==> src/rtl/keypad_debouncer.sv <==
// Keypad front end: synchronise, debounce and validate ten raw key lines
// into one BCD digit strobe per physical single-key press.
module keypad_debouncer #(
  parameter int unsigned DEBOUNCE_CYCLES = 16,
  parameter int unsigned CNT_W           = 16
) (
  input  logic       clk,
  input  logic       hard_rst_n,
  input  logic [9:0] keypad,
  output logic [3:0] digit,
  output logic       digit_valid,
  output logic       press_active,
  output logic       multi_press,
  output logic [7:0] press_count
);

  typedef enum logic [1:0] {
    IDLE,
    PRESS_DB,
    HELD,
    RELEASE_DB
  } state_e;

  localparam logic [CNT_W-1:0] CNT_LAST = CNT_W'(DEBOUNCE_CYCLES - 1);
  localparam logic [CNT_W-1:0] CNT_ONE  = CNT_W'(1);

  state_e           state_q, state_d;
  logic [9:0]       sync1_q, s_q;
  logic [9:0]       cand_q, cand_d;
  logic [CNT_W-1:0] cnt_q, cnt_d;
  logic             acc_q, acc_d;
  logic [3:0]       digit_q, digit_d;
  logic             dv_q, dv_d;
  logic             mp_q, mp_d;
  logic [7:0]       pc_q, pc_d;

  logic             cand_onehot;
  logic [3:0]       cand_idx;

  // A pattern is one-hot when non-zero and clearing its lowest set bit empties it.
  assign cand_onehot = (cand_q != 10'd0) &&
                       ((cand_q & (cand_q - 10'd1)) == 10'd0);

  always_comb begin
    cand_idx = 4'd0;
    for (int i = 0; i < 10; i++) begin
      if (cand_q[i]) cand_idx = 4'(i);
    end
  end

  always_comb begin
    state_d = state_q;
    cand_d  = cand_q;
    cnt_d   = cnt_q;
    acc_d   = acc_q;
    digit_d = digit_q;
    dv_d    = 1'b0;
    mp_d    = 1'b0;
    pc_d    = pc_q;
    unique case (state_q)
      IDLE: begin
        if (s_q != 10'd0) begin
          state_d = PRESS_DB;
          cand_d  = s_q;
          cnt_d   = '0;
        end
      end
      PRESS_DB: begin
        if (s_q != cand_q) begin
          state_d = IDLE;
        end else if (cnt_q == CNT_LAST) begin
          state_d = HELD;
          if (cand_onehot) begin
            digit_d = cand_idx;
            dv_d    = 1'b1;
            pc_d    = pc_q + 8'd1;
            acc_d   = 1'b1;
          end else begin
            mp_d  = 1'b1;
            acc_d = 1'b0;
          end
        end else begin
          cnt_d = cnt_q + CNT_ONE;
        end
      end
      HELD: begin
        if (s_q == 10'd0) begin
          state_d = RELEASE_DB;
          cnt_d   = '0;
        end
      end
      RELEASE_DB: begin
        // Chatter during release returns to the same press.
        if (s_q != 10'd0) begin
          state_d = HELD;
        end else if (cnt_q == CNT_LAST) begin
          state_d = IDLE;
          acc_d   = 1'b0;
        end else begin
          cnt_d = cnt_q + CNT_ONE;
        end
      end
      default: state_d = IDLE;
    endcase
  end

  always_ff @(posedge clk or negedge hard_rst_n) begin
    if (!hard_rst_n) begin
      state_q <= IDLE;
      sync1_q <= '0;
      s_q     <= '0;
      cand_q  <= '0;
      cnt_q   <= '0;
      acc_q   <= 1'b0;
      digit_q <= '0;
      dv_q    <= 1'b0;
      mp_q    <= 1'b0;
      pc_q    <= '0;
    end else begin
      state_q <= state_d;
      sync1_q <= keypad;
      s_q     <= sync1_q;
      cand_q  <= cand_d;
      cnt_q   <= cnt_d;
      acc_q   <= acc_d;
      digit_q <= digit_d;
      dv_q    <= dv_d;
      mp_q    <= mp_d;
      pc_q    <= pc_d;
    end
  end

  assign digit        = digit_q;
  assign digit_valid  = dv_q;
  assign multi_press  = mp_q;
  assign press_count  = pc_q;
  assign press_active = acc_q &&
                        ((state_q == HELD) || (state_q == RELEASE_DB));

endmodule

==> config.mk <==
export PLATFORM = sky130hd
export DESIGN_NAME = keypad_debouncer
export DESIGN_NICKNAME = d
export VERILOG_FILES = /design/src/rtl/keypad_debouncer.sv
export SDC_FILE = /design/constraint.sdc
export NUM_CORES = 1
export LEC_CHECK = 0
export ABC_AREA = 1
export CORE_UTILIZATION = 35
export DETAILED_ROUTE_END_ITERATION = 10
export GPL_TIMING_DRIVEN = 0
export SLEW_MARGIN = 30
export SYNTH_ARGS = -nofsm -noshare
export SYNTH_HDL_FRONTEND = slang
export SYNTH_SLANG_ARGS = --single-unit
==> constraint.sdc <==
create_clock -name clk -period 3.7 [get_ports clk]
set_clock_uncertainty 0.1 [all_clocks]
set_input_delay 0.37 -clock clk [delete_from_list [all_inputs] [get_ports clk]]
set_output_delay 0.37 -clock clk [all_outputs]
set_load 0.05 [all_outputs]
==> results.py <==
metrics = {
    "cells_and_area": {
        "multiInputGateArea_um2": 1450,
        "regArea_um2": 1580,
        "area_growth_pct": 19.3,
        "utilization": 0.438,
        "n_antenna_cell": 0,
        "fin_nets": 487,
        "fill_cells": 915,
        "drive_gt1_frac": 0.111,
    },
    "floorplan": {
        "fp-row-count": 34,
        "die_h_um": 98.5,
        "pin_count": 27,
        "die-area_um2": 9710,
        "die_w_um": 98.5,
        "start_util": 0.367,
        "design.core.area_um2": 8890,
    },
    "sta": {
        "fmax_mhz": 424,
        "maxSlewHeadroom": 0.667,
        "timing_hold_violations_final": 0,
        "period_needed_ns": 2.36,
        "finalSetupViolations": 0,
        "tns_ns": 0,
        "worstMarginPinSlew_ns": 0.497,
        "finalCritPeriodShare": 0.637,
        "maxSlewViolCount": 0,
        "rsz0062_at_grt": "false",
    },
    "yosys": {
        "synth_compound_area_frac": 0.0649,
        "synth.net_count": 448,
        "syn_area_per_cell_um2": 7.51,
        "synth_cell_types": 27,
        "ys_warn_count": 0,
        "yosys.area_share.simple": 0.345,
        "muxShareOfSynthArea": 0,
        "synthCells": 434,
        "syn_area_um2": 3260,
        "synth-xor-area-share": 0.0269,
        "ys_ff_latch": 63,
        "synth_top_family_by_area": "simple AND/OR/NAND/NOR gates",
        "synth-adder-area-share": 0.00767,
        "yosysSeqAreaShare": 0.483,
    },
    "setup_path": {
        "slowest_stage": "clkdlybuf4s50_1",
        "path_cells": "clkbuf_1, nand2_1, inv_1, clkdlybuf4s50_1",
        "cp_top_family": "buffers and inverters",
        "cp.arrival_ns": 1.89,
        "r2r_cells": 10,
        "path_buf_inv": 3,
        "start_kind": "register",
        "crit_fanout": 8,
        "path_class": "reg -> out",
        "crit_cells": 4,
        "worstSetupEndpointType": "output port",
        "worstPathRequired_ns": 3.23,
        "critPathMaxStageDelay_ns": 0.79,
    },
    "detailed_routing": {
        "vias": 2747,
        "finalWirelength_um": 6690,
        "viasPerCell": 4.69,
        "drt_first_pass_iters": 7,
        "wl_per_cell_um": 11.4,
        "drc": 4,
        "drt_iter0_drc": 167,
        "antenna_left": 0,
    },
    "outcome": {
        "violations": "design-rule violations",
        "status": "finished, violations left",
    },
    "clocking": {
        "tritoncts": "built",
        "clockBufferDepth": 2,
        "htreeDepth": 3,
        "postCtsSetupBuffers": 0,
        "clk_pin_slew_worst_paths_ns": 0.07,
        "cts-root-buf": "clkbuf_8",
        "clock-sinks": 63,
        "numCtsBuffers": 9,
        "clock_latency_ns": 0.35,
    },
    "pwr": {
        "vdd_ir_drop_max_mv": 0.215,
        "power_mw": 2.28,
        "clkPwrFrac": 0.272,
        "switching_share": 0.409,
        "seqPwrFrac": 0.392,
        "p_comb_frac": 0.336,
        "switchingPower_mw": 0.934,
        "power_density_nw_per_um2": 587,
        "internal-power_mw": 1.35,
        "p_leak_nw": 1.87,
    },
    "grt": {
        "overflow": 0,
        "grt_use_total": 0.158,
        "antenna_found_initial": 0,
        "grt_pass1_vias": 2713,
        "grt_max_degree": 40,
        "grt_pass1_wl_um": 12200,
    },
    "placed_design": {
        "port_buffers": 26,
        "dp_hpwl_um": 4970,
        "gp_congestion": 0.853,
    },
    "hold_path": {
        "holdPathStages": 0,
        "hold_class": "reg -> reg",
    },
    "flow_run": {
        "drv_cap": 0,
    },
}
==> area by class of cell <==
| type | count | area share |
|---|---|---|
| plain buffers | 10 | 0.0132 |
| clock buffers | 10 | 0.0354 |
| clock inverters | 6 | 0.0177 |
| inverters | 49 | 0.0473 |
| multi-input cells | 312 | 0.372 |
| flip-flops and latches | 63 | 0.405 |
| well taps | 108 | 0.0347 |
| repair buffers | 28 | 0.0740 |
==> repair_timing <==
action	4_1_cts	5_1_grt
hold buffers	1	0
gates resized for setup	0	0
hold endpoints to repair	24	0
setup endpoints to repair	0	0
==> logic make-up after synthesis <==
family,Yosys count
xor gates and xnor gates,10
DFF,63
adders and majority gates,2
and+or+nand+nor,260
buffers and inverters,59
AOI/OAI and AO/OA,40
==> path summary, 6_finish.rpt <==
| kind | startpoint | to | slack (ns) |
|---|---|---|---|
| min in group asynchronous | hard_rst_n | cand_q[4] | 0.36 |
| worst min register to register | sync1_q[8] | s_q[8] | 0.25 |
| worst max register to register | cnt_q[0] | cnt_q[1] | 1.77 |
| max in group asynchronous | hard_rst_n | cnt_q[9] | 2.62 |
| worst min-delay path | sync1_q[8] | s_q[8] | 0.25 |
| worst max-delay path | state_q[1] | press_active | 1.34 |
==> power by group through the flow <==
stage	logic, mW	clock network [mW]	registers, mW
after floorplan	0.580	0	0.882
after global placement	0.756	0	0.905
after detailed placement	0.775	0	0.908
after CTS	0.778	0.642	0.895
after global routing	0.880	0.670	0.913
final	0.766	0.621	0.896
==> flip-flops by register name (all words and copies together) (netlist names) <==
register     cells
cand_q          10
sync1_q         10
digit            4
press_count      8
state_q          2
multi_press      1
cnt_q           16
s_q             10
digit_valid      1
acc_q            1
==> through the flow <==
stage,instance area (um2),hold slack [ns],instances,worst slack (ns)
6_report,3890,0.250,586,1.34
5_1_grt,3890,0.264,586,1.22
4_1_cts,3890,0.252,586,1.31
3_5_place_dp,3670,0.203,569,1.68
3_3_place_gp,3660,0.234,568,0.0588
2_1_floorplan,3260,-0.0256,434,2.06
==> synthesized netlist by cell type <==
| library cell | count | area, um2 |
|---|---|---|
| o211ai_1 | 1 | 7.51 |
| nand3_2 | 2 | 20.0 |
| xnor2_1 | 1 | 8.76 |
| nor3_1 | 3 | 15.0 |
| nand3b_1 | 1 | 7.51 |
| o21ai_0 | 16 | 80.1 |
| xor2_1 | 9 | 78.8 |
| o21ai_1 | 16 | 80.1 |
| a211oi_1 | 1 | 7.51 |
| or2_2 | 4 | 25.0 |
| nand4_1 | 6 | 37.5 |
| o21bai_1 | 1 | 7.51 |
| clkbuf_1 | 4 | 15.0 |
| buf_2 | 5 | 25.0 |
| ha_1 | 2 | 25.0 |
| buf_6 | 1 | 11.3 |
| nor2_4 | 5 | 56.3 |
| nor2_2 | 7 | 43.8 |
| nand2_1 | 159 | 597 |
| a21oi_1 | 4 | 20.0 |
| nand3_1 | 33 | 165 |
| dfrtp_1 | 63 | 1580 |
| inv_2 | 7 | 26.3 |
| inv_1 | 42 | 158 |
| o21ai_2 | 1 | 8.76 |
| nand2_2 | 3 | 18.8 |
| nor2_1 | 37 | 139 |
==> metal layers <==
layer | GRT usage | part of all wire
met1 | 0.201 | 0.49
met2 | 0.264 | 0.46
met3 | 0.0277 | 0.037
met4 | 0.0700 | 0.012
met5 | 0 | 0
==> placed cells by master (no fill, tap or decap) <==
cell type and count:
nand2_1 159, dfrtp_1 63, inv_1 42, nor2_1 37
nand3_1 33, clkdlybuf4s50_1 25, o21ai_1 16, o21ai_0 16
clkbuf_8 10, xor2_1 9, nor2_2 7, inv_2 7
nand4_1 6, nor2_4 5, buf_2 5, clkbuf_1 4
a21oi_1 4, or2_2 4, nand2_2 3, nor3_1 3
nand3_2 2, ha_1 2, clkinv_4 2, o21bai_1 1
o21ai_2 1, buf_6 1, xnor2_1 1, a211oi_1 1
o211ai_1 1, nand3b_1 1, clkinv_2 1, clkinvlp_4 1
inv_6 1, bufinv_16 1, dlygate4sd3_1 1, buf_4 1
buf_12 1
No activity file was read; power rests on OpenSTA's default activity.
